<file path="src/rtl/isp_pkg.sv">
// isp_pkg: shared ISP types and arithmetic helpers (FSM states, unity gain, saturating round-shift).
package isp_pkg;
    typedef enum logic [1:0] {WAIT_FRAME, ACCUM, UPDATE} ae_state_t;
    function automatic int unity_gain(input int frac);
        return 1 << frac;
    endfunction
    function automatic logic [31:0] sat_round_shift(input logic [31:0] prod, input int frac, input int out_w);
        logic [32:0] r;
        logic [32:0] lim;
        r = ({1'b0, prod} + ((frac > 0) ? (33'd1 << (frac - 1)) : 33'd0)) >> frac;
        lim = (33'd1 << out_w) - 33'd1;
        return (r > lim) ? lim[31:0] : r[31:0];
    endfunction
endpackage

</file>
<file path="src/rtl/isp_roi_stats.sv">
// isp_roi_stats: pixel/line counters, ROI hit test, and ROI luminance sum/count for one frame.
module isp_roi_stats #(
    parameter int DATA_W     = 8,
    parameter int X_W        = 11,
    parameter int Y_W        = 11,
    parameter int ROI_X0     = 384,
    parameter int ROI_Y0     = 256,
    parameter int ROI_W_LOG2 = 8,
    parameter int ROI_H_LOG2 = 8
) (
    input  logic                                     clk,
    input  logic                                     rst_n,
    input  logic                                     clr,
    input  logic                                     en,
    input  logic                                     vsync,
    input  logic                                     hsync,
    input  logic                                     de,
    input  logic [DATA_W-1:0]                        img_y,
    output logic [DATA_W+ROI_W_LOG2+ROI_H_LOG2-1:0]  sum,
    output logic [ROI_W_LOG2+ROI_H_LOG2:0]           cnt
);
    localparam int SUM_W = DATA_W + ROI_W_LOG2 + ROI_H_LOG2;
    localparam logic [X_W:0] X_LO = (X_W+1)'(ROI_X0);
    localparam logic [X_W:0] X_HI = (X_W+1)'(ROI_X0 + (1 << ROI_W_LOG2));
    localparam logic [Y_W:0] Y_LO = (Y_W+1)'(ROI_Y0);
    localparam logic [Y_W:0] Y_HI = (Y_W+1)'(ROI_Y0 + (1 << ROI_H_LOG2));
    logic [X_W-1:0] x_cnt;
    logic [Y_W-1:0] y_cnt;
    logic           hs_d;
    logic           hit;
    always_comb begin
        hit = de & ({1'b0, x_cnt} >= X_LO) & ({1'b0, x_cnt} < X_HI)
                 & ({1'b0, y_cnt} >= Y_LO) & ({1'b0, y_cnt} < Y_HI);
    end
    always_ff @(posedge clk) begin
        if (!rst_n) begin
            x_cnt <= '0;
            y_cnt <= '0;
            hs_d  <= 1'b0;
            sum   <= '0;
            cnt   <= '0;
        end else begin
            hs_d  <= hsync;
            x_cnt <= !hsync ? '0 : de ? x_cnt + 1'b1 : x_cnt;
            y_cnt <= vsync ? '0 : (hs_d & !hsync) ? y_cnt + 1'b1 : y_cnt;
            if (clr) begin
                sum <= '0;
                cnt <= '0;
            end else if (en & hit) begin
                sum <= sum + SUM_W'(img_y);
                cnt <= cnt + 1'b1;
            end
        end
    end
endmodule

</file>
<file path="src/rtl/isp_auto_gain.sv">
// isp_auto_gain: per-frame luminance auto-gain with ROI mean metering; define ISP_AE_MANUAL_GAIN_EN for manual gain override.
module isp_auto_gain
    import isp_pkg::*;
#(
    parameter int DATA_W     = 8,
    parameter int X_W        = 11,
    parameter int Y_W        = 11,
    parameter int GAIN_W     = 8,
    parameter int GAIN_FRAC  = 6,
    parameter int GAIN_MIN   = 16,
    parameter int GAIN_MAX   = 255,
    parameter int GAIN_STEP  = 1,
    parameter int TARGET     = 128,
    parameter int HYST       = 8,
    parameter int ROI_X0     = 384,
    parameter int ROI_Y0     = 256,
    parameter int ROI_W_LOG2 = 8,
    parameter int ROI_H_LOG2 = 8
) (
    input  logic              clk,
    input  logic              rst_n,
    input  logic              pre_frame_vsync,
    input  logic              pre_frame_hsync,
    input  logic              pre_frame_de,
    input  logic [DATA_W-1:0] img_y,
`ifdef ISP_AE_MANUAL_GAIN_EN
    input  logic              manual_en,
    input  logic [GAIN_W-1:0] manual_gain,
`endif
    output logic              post_frame_vsync,
    output logic              post_frame_hsync,
    output logic              post_frame_de,
    output logic [DATA_W-1:0] img_y_out,
    output logic [GAIN_W-1:0] cur_gain,
    output logic [DATA_W-1:0] frame_mean,
    output logic              mean_valid
);
    localparam int N_LOG2 = ROI_W_LOG2 + ROI_H_LOG2;
    localparam int SUM_W  = DATA_W + N_LOG2;
    localparam int LO_I   = (TARGET - HYST < 0) ? 0 : TARGET - HYST;
    localparam int HI_I   = (TARGET + HYST > (1 << DATA_W) - 1) ? (1 << DATA_W) - 1 : TARGET + HYST;
    localparam logic [DATA_W-1:0] LO     = DATA_W'(LO_I);
    localparam logic [DATA_W-1:0] HI     = DATA_W'(HI_I);
    localparam logic [GAIN_W-1:0] G_UNITY = GAIN_W'(unity_gain(GAIN_FRAC));
    localparam logic [GAIN_W:0]   G_MIN  = (GAIN_W+1)'(GAIN_MIN);
    localparam logic [GAIN_W:0]   G_MAX  = (GAIN_W+1)'(GAIN_MAX);
    localparam logic [GAIN_W:0]   G_STEP = (GAIN_W+1)'(GAIN_STEP);
    localparam logic [N_LOG2:0]   FULL   = {1'b1, {N_LOG2{1'b0}}};
    ae_state_t                state;
    logic [GAIN_W-1:0]        next_gain;
    logic [GAIN_W-1:0]        gain_up;
    logic [GAIN_W-1:0]        gain_dn;
    logic [GAIN_W-1:0]        gain_sel;
    logic [GAIN_W-1:0]        gain_load;
    logic                     freeze;
    logic                     vs_d;
    logic                     vs_fall;
    logic                     vs_rise;
    logic                     clr;
    logic                     vs1;
    logic                     hs1;
    logic                     de1;
    logic [DATA_W+GAIN_W-1:0] prod;
    logic [SUM_W-1:0]         sum;
    logic [N_LOG2:0]          cnt;
    logic [DATA_W-1:0]        mean;
    isp_roi_stats #(
        .DATA_W(DATA_W), .X_W(X_W), .Y_W(Y_W),
        .ROI_X0(ROI_X0), .ROI_Y0(ROI_Y0),
        .ROI_W_LOG2(ROI_W_LOG2), .ROI_H_LOG2(ROI_H_LOG2)
    ) u_stats (
        .clk(clk), .rst_n(rst_n), .clr(clr), .en(state == ACCUM),
        .vsync(pre_frame_vsync), .hsync(pre_frame_hsync), .de(pre_frame_de),
        .img_y(img_y), .sum(sum), .cnt(cnt)
    );
    always_comb begin
        vs_fall  = vs_d & ~pre_frame_vsync;
        vs_rise  = ~vs_d & pre_frame_vsync;
        clr      = (state == WAIT_FRAME) & vs_fall;
        mean     = DATA_W'(sum >> N_LOG2);
        gain_up  = ({1'b0, next_gain} + G_STEP > G_MAX) ? G_MAX[GAIN_W-1:0] : next_gain + G_STEP[GAIN_W-1:0];
        gain_dn  = ({1'b0, next_gain} < G_MIN + G_STEP) ? G_MIN[GAIN_W-1:0] : next_gain - G_STEP[GAIN_W-1:0];
        gain_sel = (mean < LO) ? gain_up : (mean > HI) ? gain_dn : next_gain;
`ifdef ISP_AE_MANUAL_GAIN_EN
        freeze    = manual_en;
        gain_load = !manual_en ? next_gain
                  : ({1'b0, manual_gain} < G_MIN) ? G_MIN[GAIN_W-1:0]
                  : ({1'b0, manual_gain} > G_MAX) ? G_MAX[GAIN_W-1:0] : manual_gain;
`else
        freeze    = 1'b0;
        gain_load = next_gain;
`endif
    end
    always_ff @(posedge clk) begin
        if (!rst_n) begin
            state            <= WAIT_FRAME;
            cur_gain         <= G_UNITY;
            next_gain        <= G_UNITY;
            vs_d             <= 1'b0;
            vs1              <= 1'b0;
            hs1              <= 1'b0;
            de1              <= 1'b0;
            prod             <= '0;
            post_frame_vsync <= 1'b0;
            post_frame_hsync <= 1'b0;
            post_frame_de    <= 1'b0;
            img_y_out        <= '0;
            frame_mean       <= '0;
            mean_valid       <= 1'b0;
        end else begin
            vs_d             <= pre_frame_vsync;
            vs1              <= pre_frame_vsync;
            hs1              <= pre_frame_hsync;
            de1              <= pre_frame_de;
            prod             <= {{GAIN_W{1'b0}}, img_y} * {{DATA_W{1'b0}}, cur_gain};
            post_frame_vsync <= vs1;
            post_frame_hsync <= hs1;
            post_frame_de    <= de1;
            img_y_out        <= de1 ? DATA_W'(sat_round_shift(32'(prod), GAIN_FRAC, DATA_W)) : '0;
            mean_valid       <= 1'b0;
            case (state)
                WAIT_FRAME: if (vs_fall) begin
                    cur_gain <= gain_load;
                    state    <= ACCUM;
                end
                ACCUM: if (vs_rise) state <= UPDATE;
                default: begin
                    // a truncated frame leaves mean and gain untouched
                    if (cnt == FULL) begin
                        frame_mean <= mean;
                        mean_valid <= 1'b1;
                        if (!freeze) next_gain <= gain_sel;
                    end
                    state <= WAIT_FRAME;
                end
            endcase
        end
    end
endmodule

</file>
<file path="config.mk">
export PLATFORM = sky130hd
export DESIGN_NAME = isp_auto_gain
export DESIGN_NICKNAME = d
export VERILOG_FILES = /design/src/rtl/isp_pkg.sv /design/src/rtl/isp_roi_stats.sv /design/src/rtl/isp_auto_gain.sv
export SDC_FILE = /design/constraint.sdc
export NUM_CORES = 1
export LEC_CHECK = 0
export ABC_AREA = 1
export BUFFER_PORTS_ARGS = -buffer_cell sky130_fd_sc_hd__buf_4
export CORE_MARGIN = 3
export CORE_UTILIZATION = 40
export CTS_CLUSTER_DIAMETER = 200
export CTS_CLUSTER_SIZE = 20
export DETAILED_ROUTE_END_ITERATION = 10
export PLACE_DENSITY = 0.63
export SKIP_LAST_GASP = 1
export SLEW_MARGIN = 20
export SYNTH_ARGS = -nofsm -noshare
export SYNTH_HDL_FRONTEND = slang
export SYNTH_SLANG_ARGS = --single-unit
</file>
<file path="constraint.sdc">
create_clock -name clk -period 6.95 [get_ports clk]
set_input_delay 2.085 -clock clk [delete_from_list [all_inputs] [get_ports clk]]
set_output_delay 2.085 -clock clk [all_outputs]
set_load 0.05 [all_outputs]
</file>
==> results of run 1 <==
routing by layer:
metal  up-vias  global-route usage [%]  wire length (um)
li1       3782                       -                 -
met1      3317                   23.70              8837
met2       102                   29.57              8730
met3        19                   3.150               678
met4         0                   5.398               245
met5         -                       0                 0
sequential cells by signal (all words and copies together) (netlist names):
| signal | flops |
|---|---|
| de1 | 1 |
| prod | 11 |
| post_frame_vsync | 1 |
| u_stats.sum | 24 |
| vs1 | 1 |
| post_frame_de | 1 |
| img_y_out | 8 |
| state | 2 |
| gain_load | 8 |
| u_stats.cnt | 17 |
| mean_valid | 1 |
| u_stats.hs_d | 1 |
| u_stats.y_cnt | 11 |
| u_stats.x_cnt | 11 |
| cur_gain | 8 |
| frame_mean | 8 |
| post_frame_hsync | 1 |
cell type report:
class	count	area, um2	area share, %
clock buffers	18	439.2	4.705
clock inverters	14	177.7	1.903
inverters	232	873.3	9.357
multi-input cells	819	4902	52.52
flip-flops and latches	115	2302	24.66
well taps	265	331.6	3.552
repair buffers	41	307.8	3.298
worst min path at each step:
| stage | cells after the start | to | slack [ns] |
|---|---|---|---|
| finish | 2 | post_frame_hsync$_SDFF_PN0_ | 0.43 |
| global placement | 2 | post_frame_hsync$_SDFF_PN0_ | 0.43 |
| global route | 2 | post_frame_hsync$_SDFF_PN0_ | 0.47 |
| CTS | 2 | post_frame_hsync$_SDFF_PN0_ | 0.44 |
| detailed placement | 2 | post_frame_hsync$_SDFF_PN0_ | 0.43 |
| floorplan | 2 | post_frame_hsync$_SDFF_PN0_ | 0.41 |
report_power, final:
part	internal, mW	switching [mW]
clock network	0.576	0.333
logic	0.0246	0.0543
registers	0.665	0.00400
total	1.27	0.391
kinds of logic after synthesis:
group,after synthesis,share of synthesized area (%)
AO/OA/AOI/OAI,153,9.879
AND/OR/NAND/NOR,553,30.27
buffers and inverters,262,12.76
adder cells (fa/ha/maj),87,16.45
XOR/XNOR,26,2.758
flip-flops,115,27.88
per-stage QoR:
step	instances	hold WS, ns	setup slack [ns]	power, mW
6_report	1504	0.4331	1.405	1.658
5_1_grt	1504	0.4724	1.101	1.721
4_1_cts	1504	0.4394	1.410	1.683
3_5_place_dp	1472	0.4299	1.002	0.7629
3_3_place_gp	1472	0.4293	1.025	0.7621
2_1_floorplan	1196	0.4137	1.166	0.7383
worst max-delay path: cells and delay by family:
kind            cells  cell delay [ns]
simple gates        5             0.32
fa+ha+maj           5             2.46
compound gates      3             0.62
buf+inv             5             0.37
cells in the final DEF (no fill, tap or decap), drive strengths merged, types with 2 or more instances in the layout:
| cell | instances |
|---|---|
| and3 | 4 |
| ha | 51 |
| o21bai | 4 |
| a211oi | 2 |
| xor2 | 17 |
| o21a | 6 |
| clkinvlp | 4 |
| nor4 | 2 |
| nand2 | 300 |
| nand3b | 2 |
| clkbuf | 18 |
| nor3 | 31 |
| nor3b | 7 |
| nor2 | 119 |
| clkinv | 7 |
| a31oi | 2 |
| or2 | 4 |
| fa | 36 |
| o21ai | 56 |
| nand3 | 67 |
| dfxtp | 115 |
| buf | 41 |
| inv | 232 |
| xnor2 | 9 |
| a21oi | 79 |
| bufinv | 3 |
| nand4 | 16 |
==> run metrics, run 1 <==
TritonRoute pass-1 iters=5; PortBufs=40; Worst Tran Pin Value=0.8867 ns; Synth area leaders=dfxtp_1 28%, nand2_1 13%, inv_1 10%, fa_1 8.7%, ha_1 7.7%; Detail Placement HPWL=14.01 mm; Critical Path Sink=prod[13]$_SDFF_PN0_; Total Wirelength=18.49 mm; Min-Delay Path Class=reg -> reg; Starting Density=41.61%; Crit path arrival time=5.84 ns; fin crit share=79.79%; Via Count=7,220; setup TNS=0 ns; H-tree depth=4; routability congestion estimate=0.8678; RSZ-0062 raised after global routing=false; synth cell count leaders=289 x nand2_1, 225 x inv_1, 115 x dfxtp_1, 106 x nor2_1, 79 x a21oi_1; Slew Limit Headroom=40.67%; Synth cell types=48; Tot GR Track Use=17.79%; final slew viol count=0; Mapped Cells=1,196; Yosys reg bits=115; antenna-violating nets left=0; TritonCTS Buffers=17; count leader, synth=nand2_1; CP Max Fanout=9; max incr delay on CP=0.55 ns; Setup crit start=img_y[1]; net total in the final layout=1,326; Setup Buffers After CTS=0; # IOs=41; critical path required time=7.25 ns; Post-Synthesis Cell Area=8258 um2; pin count of the biggest net entering global routing=33; status=complete, no violations; Reg2Reg Setup Slack=2.59 ns; fin util=47.03%; Final Hold Vio Count=0; fmax=0.1803 GHz; P per Cell Area=177.6 nW/um2; gr ovfl total=0; Primary FF master, synth=dfxtp_1; FP Rows=51; top-area cell type share of the netlist area=27.88%; Post-DP Area=8717 um2; vias in the first global route=7,031; CTS tree=yes; drt drc=0; Clock Tree Root=clkbuf_16; clock latency on the worst-skew pair=0.41 ns; Post-Syn Area per Cell=6.905 um2; share of cells above drive strength 1=9.847%; worst reg2reg path endpoint=prod[13]$_SDFF_PN0_; Iteration-0 DRC Markers=464; core area=19,850 um2; Die Ht=149.7 um; Worst Hold Launch=u_stats.hs_d$_SDFF_PN0_; WL/cell=12.29 um; post-synthesis sequential area ratio=27.88%; CTS Hold Buffers Added=0; FILL cells=1,984; post-layout minimum cycle time=5.545 ns; syn_nets=1,296; Syn-to-layout area delta=13.03%; Setup crit start kind=input pin; async set-reset flop share out of synthesis=0%; Die Area=22,400 um2; kind of critical path=in -> reg; Max Buffers Root-to-Sink=2; Leak=4.665 nW; Yosys warning count=0; CP Cell Sequence=buf_4, nand2_1, inv_1, fa_1, fa_1, fa_1, inv_1, fa_1, inv_1, ha_1, a21oi_1, inv_1, o21ai_0, nand2_1, a21oi_1, nand2_1, nand2_1, nor2_1; Antenna Cells=0; first-pass GRT wire length=32.49 mm; max-cap viol count=0; CTS sink cnt=115; crit path max-delay cell type=fa_1; Post-synth EDFFs=0; initial antenna violation count=0; Horiz. Die Dim=149.7 um; register clock-pin slew on the reported worst setup and hold paths=0.06 ns; Final Instance Area=9334 um2; area leader, netlist=dfxtp_1; Gates resized, CTS repair=0; final setup vio count=0; worst vdd ir=0.0001540 V; drt via density=4.801; worst r2r src=cur_gain[6]$_SDFFE_PN1P_; final setup skew=0.009849 ns; Worst setup EP type=flip-flop; Worst Reg-to-Reg Cells=17
Note: power is estimated with default switching activity, not from simulation.
==> inputs of run 2 (changes only) <==
Settings changed: PLACE_DENSITY 0.63 to 0.65.
Clock period 6.95 ns to 4.6 ns, I/O delays scaled along.
==> run 2 against run 1 <==
Hold slack gained 0.031 ns. Cell area rose by 3.4%. Sequential power increased by 51%. Sequential share of layout area down 0.82 points. Global-route usage decreased by 0.17 points. First-iteration DRC count decreased by 23%. Via count up 2.0%. Total power grew 51%. Core utilization is 1.6 points higher. Critical path depth down 1. Sequential cell count is the same. Largest cell class unchanged. Largest power group unchanged. Highest routed layer unchanged.
==> run metrics, run 2 (synthesis gave the netlist of run 1 again) <==
P per Cell Area=259.2 nW/um2; CP Cell Sequence=buf_4, nand2_1, inv_1, fa_1, fa_1, fa_1, inv_1, fa_1, inv_2, ha_4, nand2_1, nor2_1, nor3b_2, a21oi_2, nand2_1, nand2_1, nor2_1; FILL cells=1,980; Max Buffers Root-to-Sink=2; Setup Buffers After CTS=0; critical path required time=4.94 ns; most frequent cells in the layout=286 x nand2_1, 221 x inv_1, 115 x dfxtp_1; Worst setup EP type=flip-flop; hold slack=0.4641 ns; Iteration-0 DRC Markers=355; crit path max-delay cell type=fa_1; Placed Cells=1,504; Switching Fraction=23.61%; Final Non-Filler Cells=1,536; worst vdd ir=0.0002454 V; routability congestion estimate=0.9180; final setup skew=0.01143 ns; max-cap viol count=0; Die Ht=149.7 um; Slew Limit Headroom=40.58%; setup TNS=0 ns; Die Area=22,400 um2; fin crit share=94.90%; Gates resized, CTS repair=0; Min-Delay Path Class=reg -> reg; clock latency on the worst-skew pair=0.41 ns; Crit path arrival time=4.71 ns; initial antenna violation count=0; PortBufs=40; Worst Tran Pin Value=0.8880 ns; pin count of the biggest net entering global routing=33; status=complete, no violations; H-tree depth=4; share of cells above drive strength 1=13.53%; Logic pwr share=5.5%; CP Max Fanout=7; Place WS=-0.1813 ns; Tot GR Track Use=17.62%; Reg2Reg Setup Slack=0.68 ns; Psw=0.5910 mW; first-pass GRT wire length=32.26 mm; core area=19,850 um2; kind of critical path=in -> reg; TritonRoute pass-1 iters=5; gr ovfl total=0; part of the power in registers=40.4%; PnR worst setup slack=0.2346 ns; Leak=4.817 nW; commonest non-fill, non-tap cell in the layout=nand2_1; Syn-to-layout area delta=16.92%; max incr delay on CP=0.56 ns; Clk pwr share=54.1%; fmax=0.2291 GHz; final slew viol count=0; drt drc=0; RSZ-0062 raised after global routing=false; final setup vio count=0; CTS Hold Buffers Added=0; Starting Density=41.61%; Horiz. Die Dim=149.7 um; # IOs=41; max reg flops=24; Final Hold Vio Count=0; WL/cell=12.30 um; Total Wirelength=18.89 mm; Worst Hold Launch=gain_load[6]$_SDFFE_PN1P_; vias in the first global route=7,030; WP buf/inv=4; register clock-pin slew on the reported worst setup and hold paths=0.05 ns; TritonCTS Buffers=17; net total in the final layout=1,358; worst r2r src=cur_gain[7]$_SDFFE_PN0P_; Detail Placement HPWL=14.40 mm; drt via density=4.792; delay-heaviest family, CP=adder cells; Setup crit start=img_y[2]; CTS sink cnt=115; FP Rows=51; post-layout minimum cycle time=4.365 ns; Clock Tree Root=clkbuf_16; fin util=48.65%; Via Count=7,361; CTS tree=yes; Internal Pwr Total=1.912 mW; Antenna Cells=0; Setup crit start kind=input pin; antenna-violating nets left=0; top flop regs=u_stats.sum: 24 flops, u_stats.cnt: 17 flops; Largest Register=u_stats.sum
-- run 2: final cells by class --
class                           count  area [um2]  area share, %
Clock buffer                       17       425.4          4.406
Inverter                          232       873.3          9.045
Clock inverter                     15       180.2          1.866
Multi-Input combinational cell    819        4995          51.73
Tap cell                          265       331.6          3.434
Sequential cell                   115        2302          23.84
Timing Repair Buffer               73       548.0          5.676
-- run 2: tightest hold or removal path, delay by kind of cell, from the launching register on --
| family | cells | cell delay (ns) |
|---|---|---|
| flops | 1 | 0.31 |
| simple gates | 2 | 0.10 |
-- run 2: final timing paths --
check	endpoint	cells past startpoint
setup reg to reg	prod[12]$_SDFF_PN0_	15
hold reg to reg	gain_load[6]$_SDFFE_PN1P_	2
setup / recovery	prod[13]$_SDFF_PN0_	17
hold / removal	gain_load[6]$_SDFFE_PN1P_	2
-- run 2: power groups by stage --
stage	Clock [mW]	Sequential, mW	Combinational, mW
after global placement	0	1.03	0.138
after floorplan	0	1.04	0.0837
after CTS	1.38	1.01	0.140
final	1.35	1.01	0.138
after detailed placement	0	1.03	0.139
after global routing	1.43	1.01	0.156
-- run 2: through the flow --
stage	total power [mW]	area [um2]
6_report	2.503	9656
2_1_floorplan	1.123	8404
4_1_cts	2.535	9656
3_5_place_dp	1.172	9050
3_3_place_gp	1.171	9050
5_1_grt	2.599	9656
-- run 2: per-layer routing --
| layer | vias to the layer above | share of wire [%] | global-route usage, % |
|---|---|---|---|
| li1 | 3849 | - | - |
| met1 | 3381 | 48 | 22.56 |
| met2 | 103 | 47 | 29.89 |
| met3 | 28 | 2.5 | 2.726 |
| met4 | 0 | 2.4 | 6.862 |
| met5 | - | 0 | 0 |
